File: src/rtl/vector_load_unit.sv
`default_nettype none
// ============================================================================
// Module      : vector_load_unit
// Description : Gathers LANES words from synchronous data memory (strided or
//               scalar broadcast) and packs them into one lane-packed vector
//               operand. Lane i occupies bits [DATA_W*i +: DATA_W].
// Revision    : 1.0 - initial release
// ============================================================================
module vector_load_unit #(
    parameter int ADDR_W = 16,
    parameter int DATA_W = 32,
    parameter int LANES  = 4
) (
    input  logic                      clk,
    input  logic                      rst_n,
    input  logic                      start,
    input  logic                      bcast,
    input  logic [ADDR_W-1:0]         base_addr,
    input  logic [ADDR_W-1:0]         stride,
    output logic                      mem_rd_en,
    output logic [ADDR_W-1:0]         mem_addr,
    input  logic [DATA_W-1:0]         mem_rd_data,
    output logic                      vec_valid,
    input  logic                      vec_ready,
    output logic [LANES*DATA_W-1:0]   vec_out,
    output logic                      busy
);

    localparam int                  CNT_W       = $clog2(LANES + 1);
    localparam logic [CNT_W-1:0]    C_LAST_LANE = CNT_W'(LANES - 1);

    typedef enum logic [1:0] {
        S_IDLE  = 2'd0,
        S_ISSUE = 2'd1,
        S_DRAIN = 2'd2,
        S_HOLD  = 2'd3
    } state_t;

    state_t              r_state;
    state_t              w_next_state;
    logic [ADDR_W-1:0]   r_stride;
    logic                r_bcast;
    logic [CNT_W-1:0]    r_issue_cnt;
    logic [CNT_W-1:0]    r_lane_cnt;
    logic                r_cap_pend;   // read data from last cycle's issue is on mem_rd_data
    logic                w_last_issue;

    // A broadcast needs a single read; a gather needs one per lane.
    assign w_last_issue = r_bcast ? (r_issue_cnt == '0) : (r_issue_cnt == C_LAST_LANE);
    assign busy         = (r_state != S_IDLE);

    // State register; reset aborts any request in flight.
    always_ff @(posedge clk or negedge rst_n) begin
        if (!rst_n) begin
            r_state <= S_IDLE;
        end else begin
            r_state <= w_next_state;
        end
    end

    // Next-state logic: start only honoured in IDLE, vec_ready only in HOLD.
    always_comb begin
        w_next_state = r_state;
        case (r_state)
            S_IDLE:  if (start)        w_next_state = S_ISSUE;
            S_ISSUE: if (w_last_issue) w_next_state = S_DRAIN;
            S_DRAIN:                   w_next_state = S_HOLD;
            S_HOLD:  if (vec_ready)    w_next_state = S_IDLE;
            default:                   w_next_state = S_IDLE;
        endcase
    end

    // Datapath: request latch, address generation, read strobe and lane capture.
    always_ff @(posedge clk or negedge rst_n) begin
        if (!rst_n) begin
            r_stride    <= '0;
            r_bcast     <= 1'b0;
            r_issue_cnt <= '0;
            r_lane_cnt  <= '0;
            r_cap_pend  <= 1'b0;
            mem_rd_en   <= 1'b0;
            mem_addr    <= '0;
            vec_valid   <= 1'b0;
            vec_out     <= '0;
        end else begin
            r_cap_pend <= mem_rd_en;

            // Memory returns data one cycle after the strobe; land it in the
            // next lane, or in every lane for a broadcast.
            if (r_cap_pend) begin
                for (int l = 0; l < LANES; l++) begin
                    if (r_bcast || (r_lane_cnt == CNT_W'(l))) begin
                        vec_out[l*DATA_W +: DATA_W] <= mem_rd_data;
                    end
                end
                r_lane_cnt <= r_lane_cnt + CNT_W'(1);
            end

            case (r_state)
                S_IDLE: begin
                    if (start) begin
                        r_stride    <= stride;
                        r_bcast     <= bcast;
                        r_issue_cnt <= '0;
                        r_lane_cnt  <= '0;
                        mem_addr    <= base_addr;
                        mem_rd_en   <= 1'b1;
                        vec_out     <= '0;
                    end
                end
                S_ISSUE: begin
                    // Address wraps modulo 2^ADDR_W; it holds once issue ends.
                    if (w_last_issue) begin
                        mem_rd_en <= 1'b0;
                    end else begin
                        r_issue_cnt <= r_issue_cnt + CNT_W'(1);
                        mem_addr    <= mem_addr + r_stride;
                    end
                end
                S_DRAIN: begin
                    vec_valid <= 1'b1;
                end
                S_HOLD: begin
                    if (vec_ready) begin
                        vec_valid <= 1'b0;
                    end
                end
                default: begin
                    mem_rd_en <= 1'b0;
                end
            endcase
        end
    end

endmodule
`default_nettype wire
File: config.mk
export PLATFORM = sky130hd
export DESIGN_NAME = vector_load_unit
export DESIGN_NICKNAME = d
export VERILOG_FILES = /design/src/rtl/vector_load_unit.sv
export SDC_FILE = /design/constraint.sdc
export NUM_CORES = 1
export LEC_CHECK = 0
export ABC_AREA = 1
export CAP_MARGIN = 20
export CORE_UTILIZATION = 44
export CTS_CLUSTER_DIAMETER = 30
export DETAILED_ROUTE_END_ITERATION = 12
export GPL_ROUTABILITY_DRIVEN = 0
export PLACE_DENSITY = 0.84
export SETUP_SLACK_MARGIN = 0.15
export SYNTH_ARGS = -nofsm -noshare
export SYNTH_HDL_FRONTEND = slang
export SYNTH_SLANG_ARGS = --single-unit
File: constraint.sdc
create_clock -name clk -period 1.7 [get_ports clk]
set_input_delay 0.34 -clock clk [delete_from_list [all_inputs] [get_ports clk]]
set_output_delay 0.34 -clock clk [all_outputs]
set_load 0.01 [all_outputs]
==> results.py, run 1 <==
metrics = {
    "floorplanning": {
        "placementRows": 48,
        "die_h_um": 136.7,
        "io_pins": 216,
        "die_w_um": 136.7,
        "core_sq_um": 17480,
        "initial_core_util": 0.4568,
        "dieArea_sq_um": 18690,
    },
    "synthesis": {
        "ys_types": 34,
        "synth_nets": 1077,
        "netlist.area_leader.share": 0.5392,
        "synth-edff-count": 0,
        "syn_inst": 979,
        "yosys.area.top_type": "dfrtp_1",
        "synthFlopType": "dfrtp_1",
        "ys_seq_area_frac": 0.5392,
        "syn_avg_cell_area_sq_um": 8.154,
        "synth-async-reset-ratio": 1.000,
        "synth-seq-cells": 172,
        "yosysWarningCount": 0,
        "synth_top_cells_by_area": "dfrtp_1, nor2_1, o21ai_0",
        "syn_area_sq_um": 7983,
    },
    "clock_network": {
        "cts_max_level": 4,
        "clk_path_buf_depth": 2,
        "cts_buffers": 17,
        "path_clk_slew_ns": 0.07,
        "root_buffer": "clkbuf_16",
        "cts_num_sinks": 172,
        "tritoncts": "yes",
        "clock_latency_ns": 0.46,
    },
    "grt": {
        "grt_pass1_vias": 8275,
        "overflow": 0,
        "grt_pass1_wl_um": 44320,
        "grt_max_degree": 99,
        "track_usage": 0.3162,
        "antenna_found_initial": 0,
    },
    "sta": {
        "max_slew_margin": 0.7432,
        "fin_crit_sh": 1.117,
        "worst_hold_slack_ns": 0.3208,
        "fin_crit_ns": 1.898,
        "worst_slack_ns": -0.1984,
        "finalHoldViolations": 0,
        "rsz0062_at_grt": "yes",
        "drv_slew": 0,
        "worst_pin_slew_ns": 0.3841,
        "clock-skew-final_ns": 0.01759,
        "max_freq_mhz": 526.8,
        "setup_viol": 32,
    },
    "place": {
        "placedCellCount": 1418,
        "port_buffers": 215,
        "dp_hpwl_um": 16340,
    },
    "power": {
        "p_per_area_nw_per_um2": 2305,
        "p_leak_nw": 6.451,
        "max-vdd-ir-drop_uv": 1274,
    },
    "finish": {
        "drive_above_1_share": 0.3090,
        "num_antenna_cells": 0,
        "syn_to_final_growth_pct": 67.23,
        "multi_input_area_sq_um": 4441,
        "nFillCells": 1006,
        "seq_area_sq_um": 4305,
        "layout.cells.non_filler": 1513,
        "nets": 1373,
    },
    "worst_hold_path": {
        "min_path_type": "input port to async pin",
    },
    "setup_path": {
        "arrival_ns": 2.23,
        "cp-start-kind": "flip-flop",
        "crit_path_end_kind": "flip-flop",
        "cp_max_fo": 3,
        "reg2regPathDepth": 12,
        "r2r-start": "r_stride[0]",
        "crit_type": "flip-flop to flip-flop",
        "worst_r2r_endpoint": "mem_addr[10]",
        "cp.required_ns": 2.04,
        "rrSetupSlack_ns": -0.20,
    },
    "detailed_routing": {
        "routed_wirelength_um": 34880,
        "wl_per_cell_um": 23.05,
        "drc": 0,
        "viasPerCell": 5.952,
        "via_count": 9005,
        "drt-initial-drc-count": 916,
        "firstDrtPassIters": 7,
        "ant_nets": 0,
    },
    "outcome": {
        "violations": "negative setup slack",
        "status": "complete, but fails checks",
    },
    "job": {
        "cap_violations": 0,
    },
}
layout make-up:
class                   count  share of cell area
flip-flops and latches    172              0.3225
inverters                  62             0.02334
well taps                 225             0.02109
multi-input cells         699              0.3326
clock buffers              19             0.03318
clock inverters            13             0.01012
repair buffers            323              0.2571
worst max-delay path by stage:
stage | startpoint | to | slack, ns | cells past startpoint
4_1_cts | r_state[1] | busy | -0.05 | 4
3_5_place_dp | r_lane_cnt[0] | vec_out[77] | -0.11 | 8
2_1_floorplan | mem_addr[0] | mem_addr[8] | -0.005 | 10
5_1_grt | r_stride[0] | mem_addr[10] | -0.25 | 12
6_report | r_stride[0] | mem_addr[10] | -0.20 | 12
3_3_place_gp | r_stride[0] | mem_addr[14] | -0.02 | 12
routing by layer:
metal,GRT usage,part of all wire
met5,0,0
met4,0.1488,0.069
met3,0.08519,0.11
met2,0.5206,0.47
met1,0.3853,0.36
stage by stage:
stage	TNS [ns]	power (mW)	area [sq um]	util	setup WS, ns
floorplan	-0.004569	14.38	8015	-	-0.004569
global placement	-0.03981	20.28	10680	0.6112	-0.02088
detailed placement	-5.316	20.77	10680	0.6112	-0.1085
CTS	-0.09298	26.53	12240	0.7001	-0.04818
global route	-4.565	32.10	13350	0.7638	-0.2458
finish	-1.740	30.76	13350	0.7638	-0.1984
flip-flops by register name (all words and copies together) (netlist names):
signal,cells
r_stride,16
r_issue_cnt,3
vec_valid,1
mem_addr,16
mem_rd_en,1
r_lane_cnt,3
vec_out,128
r_state,2
r_bcast,1
r_cap_pend,1
what timing repair did:
item                                   in CTS  in global routing
pin swaps                                  78                110
cloned                                      9                  9
endpoints found under the hold margin      19                  0
resized for setup                         433                218
hold buffers                                1                  0
setup buffers                              26                 18
setup endpoints to repair                 312                176
cells in the mapped netlist, types with 19 or more instances:
| cell | n |
|---|---|
| o21ai_1 | 19 |
| nand3_1 | 20 |
| clkbuf_1 | 21 |
| inv_1 | 54 |
| o21ai_0 | 122 |
| dfrtp_1 | 172 |
| nand2_1 | 162 |
| nor2_1 | 296 |
| buf_2 | 21 |
| a21oi_1 | 21 |
| ha_1 | 28 |
power breakdown:
group	internal, mW	switching [mW]
clock	2.01	1.97
sequential	6.21	1.74
combinational	8.37	10.5
total	16.6	14.2
cells in the final DEF (no fill, tap or decap), types with 4 or more instances in the layout:
| cell type | synthesis | final |
|---|---|---|
| o21ai_1 | 19 | 24 |
| inv_1 | 54 | 45 |
| o21ai_2 | 1 | 97 |
| dfrtp_1 | 172 | 171 |
| nor2_2 | 5 | 21 |
| nor2_1 | 296 | 249 |
| nand2_1 | 162 | 133 |
| buf_4 | 2 | 48 |
| inv_2 | 5 | 9 |
| buf_12 | 0 | 18 |
| nand3_2 | 0 | 7 |
| xor2_1 | 5 | 5 |
| inv_6 | 1 | 5 |
| nand2_2 | 0 | 18 |
| ha_4 | 0 | 19 |
| dlygate4sd2_1 | 0 | 134 |
| buf_2 | 21 | 6 |
| buf_16 | 0 | 10 |
| inv_8 | 0 | 6 |
| o21ai_0 | 122 | 15 |
| a21oi_4 | 0 | 6 |
| o21ai_4 | 0 | 6 |
| ha_1 | 28 | 7 |
| nand3_1 | 20 | 13 |
| buf_8 | 1 | 4 |
| nor2_4 | 0 | 31 |
| a21oi_1 | 21 | 12 |
| clkbuf_16 | 0 | 25 |
| clkdlybuf4s50_1 | 0 | 67 |
| buf_6 | 0 | 25 |
| nand2_4 | 1 | 11 |
logic make-up (layout without fill, tap and decap cells):
family | after synthesis | after routing | share of synthesized area
simple gates | 494 | 494 | 0.2409
xor+xnor | 7 | 7 | 0.007680
flops | 172 | 172 | 0.5392
compound gates | 169 | 169 | 0.1085
fa+ha+maj | 29 | 29 | 0.04640
buf+inv | 108 | 417 | 0.05737
critical path, stage by stage, from the launching register on:
cell      delay (ns)
dfrtp_1         0.40
ha_2            0.21
fa_2            0.37
nand2_2         0.10
nand2_2         0.06
nand3b_1        0.10
nand2_2         0.11
nand2_2         0.10
nand2_1         0.05
nand2_1         0.06
nand3_1         0.06
nand2_1         0.09
nand2_1         0.08
Power figures use the tool's default switching activity.
==> inputs of run 2 (changes only) <==
--- a/config.mk
+++ b/config.mk
@@ -13,6 +13,7 @@
 export GPL_ROUTABILITY_DRIVEN = 0
 export PLACE_DENSITY = 0.84
 export SETUP_SLACK_MARGIN = 0.15
+export SLEW_MARGIN = 40
 export SYNTH_ARGS = -nofsm -noshare
 export SYNTH_HDL_FRONTEND = slang
 export SYNTH_SLANG_ARGS = --single-unit
==> results of run 2 <==
Final layout, timing and power as in run 1 (identical DEF).
==> inputs of run 3 (changes only) <==
--- a/config.mk
+++ b/config.mk
@@ -7,11 +7,12 @@
 export LEC_CHECK = 0
 export ABC_AREA = 1
 export CAP_MARGIN = 20
-export CORE_UTILIZATION = 44
+export CORE_UTILIZATION = 45
+export CTS_BUF_LIST = sky130_fd_sc_hd__clkbuf_4 sky130_fd_sc_hd__clkbuf_8
 export CTS_CLUSTER_DIAMETER = 30
 export DETAILED_ROUTE_END_ITERATION = 12
 export GPL_ROUTABILITY_DRIVEN = 0
-export PLACE_DENSITY = 0.84
+export PLACE_DENSITY = 0.85
 export SETUP_SLACK_MARGIN = 0.15
 export SLEW_MARGIN = 40
 export SYNTH_ARGS = -nofsm -noshare
==> run 3 against run 2 <==
Setup slack got worse by 0.25 ns. Sequential share of layout area decreased by 0.96 points. The run still ends with negative setup slack left. Routed wire length increased by 7.3%. Critical path depth decreased by 4. Highest routed layer unchanged. Largest cell class unchanged. Sequential power increased by 1%. Total power increased by 1.3%.
==> results.py, run 3 (same netlist as run 1, synthesis figures left out) <==
metrics = {
    "setup_path": {
        "reg2regPathDepth": 8,
        "rrSetupSlack_ns": -0.45,
        "cp_max_fo": 8,
        "worst_r2r_endpoint": "mem_addr[4]",
        "path_common_cell": "a21oi_1",
        "cp_cell_sequence": "ha_2 > ha_4 > nand2_4 > nand2_1 > nand2_2 > nand2_8 > a21oi_1 > a21oi_1",
        "crit_path_end": "mem_addr[4]",
        "cp-start-kind": "flip-flop",
        "critPathMaxStageDelay_ns": 0.52,
        "crit_path_end_kind": "flip-flop",
        "cp.required_ns": 2.04,
        "r2r-start": "r_issue_cnt[0]",
        "arrival_ns": 2.49,
        "crit_slowest_cell": "a21oi_1",
        "critPathLaunch": "r_issue_cnt[0]",
        "crit_type": "flip-flop to flip-flop",
    },
    "sta": {
        "fin_crit_sh": 1.266,
        "worst_pin_slew_ns": 0.5941,
        "worst_hold_slack_ns": 0.3406,
        "finalHoldViolations": 0,
        "fin_crit_ns": 2.153,
        "clock-skew-final_ns": 0.03184,
        "setup_tns_ns": -4.196,
        "setup_viol": 47,
        "max_slew_margin": 0.6039,
        "rsz0062_at_grt": "yes",
        "max_freq_mhz": 464.5,
        "drv_slew": 0,
        "worst_slack_ns": -0.4526,
    },
    "finish": {
        "syn_to_final_growth_pct": 72.48,
        "final_cell_mix": "nor2_1, dfrtp_1, o21ai_2, nand2_1, clkdlybuf4s15_1",
        "num_antenna_cells": 0,
        "largest-register": "vec_out",
        "largest_register_ffs": 128,
        "final_common_cell": "nor2_1",
        "nets": 1409,
        "reg.largest.list": "vec_out x128, mem_addr x16, r_stride x16",
        "drive_above_1_share": 0.3573,
    },
    "clock_network": {
        "path_clk_slew_ns": 0.12,
        "tritoncts": "yes",
        "cts_num_sinks": 172,
        "clock_latency_ns": 0.49,
        "root_buffer": "clkbuf_8",
        "cts_max_level": 4,
        "cts_buffers": 17,
        "clk_path_buf_depth": 2,
    },
    "grt": {
        "antenna_found_initial": 1,
        "grt_pass1_vias": 7755,
        "grt_max_degree": 50,
        "overflow": 0,
        "grt_pass1_wl_um": 40100,
        "track_usage": 0.2872,
    },
    "outcome": {
        "status": "complete, but fails checks",
        "violations": "negative setup slack",
    },
    "detailed_routing": {
        "wl_per_cell_um": 24.16,
        "via_count": 9373,
        "ant_nets": 0,
        "drc": 0,
        "drt-initial-drc-count": 945,
        "firstDrtPassIters": 5,
        "viasPerCell": 6.051,
        "routed_wirelength_um": 37430,
    },
    "power": {
        "max-vdd-ir-drop_uv": 1441,
        "p_leak_nw": 6.550,
        "p_total_mw": 31.16,
        "p_per_area_nw_per_um2": 2263,
    },
    "worst_hold_path": {
        "min_path_type": "input port to async pin",
    },
    "floorplanning": {
        "die_w_um": 135.2,
        "io_pins": 216,
        "dieArea_sq_um": 18280,
        "placementRows": 48,
        "die_h_um": 135.2,
        "initial_core_util": 0.4615,
        "core_sq_um": 17300,
    },
    "job": {
        "cap_violations": 0,
    },
    "place": {
        "place_ws_ns": -0.08334,
        "port_buffers": 215,
        "dp_hpwl_um": 16160,
    },
}
## run 3: how the worst min path moves through the flow
stage	start	to	slack, ns	cells after the start
floorplan	rst_n	mem_addr[0]	0.04	0
global placement	rst_n	vec_out[38]	0.26	1
detailed placement	rst_n	vec_out[38]	0.26	1
CTS	rst_n	vec_out[73]	0.33	2
global route	rst_n	vec_out[80]	0.34	2
finish	rst_n	vec_out[15]	0.34	2
## run 3: repair_timing
| action | in CTS | in global routing |
|---|---|---|
| resized for setup | 261 | 519 |
| pin swaps | 22 | 94 |
| buffers inserted | 22 | 50 |
| hold endpoints to repair | 27 | 0 |
| gates cloned | 4 | 28 |
| hold buffers | 1 | 0 |
| setup endpoints to repair | 190 | 206 |
## run 3: final cells by class
type,instances,area (sq um)
clock buffers,18,247.7
clock inverters,14,150.1
fillers,910,3528
inverters,62,266.5
multi-input cells,699,4554
flip-flops and latches,172,4308
well taps,225,281.5
repair buffers,357,3933
repair inverters,2,27.53
## run 3: power breakdown
group,switching (mW),leakage (nW),internal [mW],total [mW]
sequential,1.84,2.09,6.20,8.04
clock,1.81,0.188,1.13,2.94
combinational,11.1,4.28,9.09,20.2
total,14.7,6.55,16.4,31.2
## run 3: worst max-delay path: cells and delay by family, from the launching register on
kind            cells  cell delay [ns]
fa+ha+maj           2             0.42
simple gates        4             0.43
compound gates      2             0.67
flops               1             0.48
## run 3: metrics by stage
stage	utilization	cell area [sq um]	cells
floorplan	-	8015	979
global placement	0.6175	10680	1413
detailed placement	0.6175	10680	1413
CTS	0.6657	11510	1472
global route	0.7960	13770	1549
finish	0.7960	13770	1549
## run 3: per-layer routing
| metal | track usage | vias up | part of all wire |
|---|---|---|---|
| met2 | 0.4621 | 831 | 0.47 |
| met3 | 0.08118 | 263 | 0.12 |
| met1 | 0.3560 | 4480 | 0.34 |
| met4 | 0.1386 | 0 | 0.074 |
| li1 | - | 3799 | - |
| met5 | 0 | - | 0 |
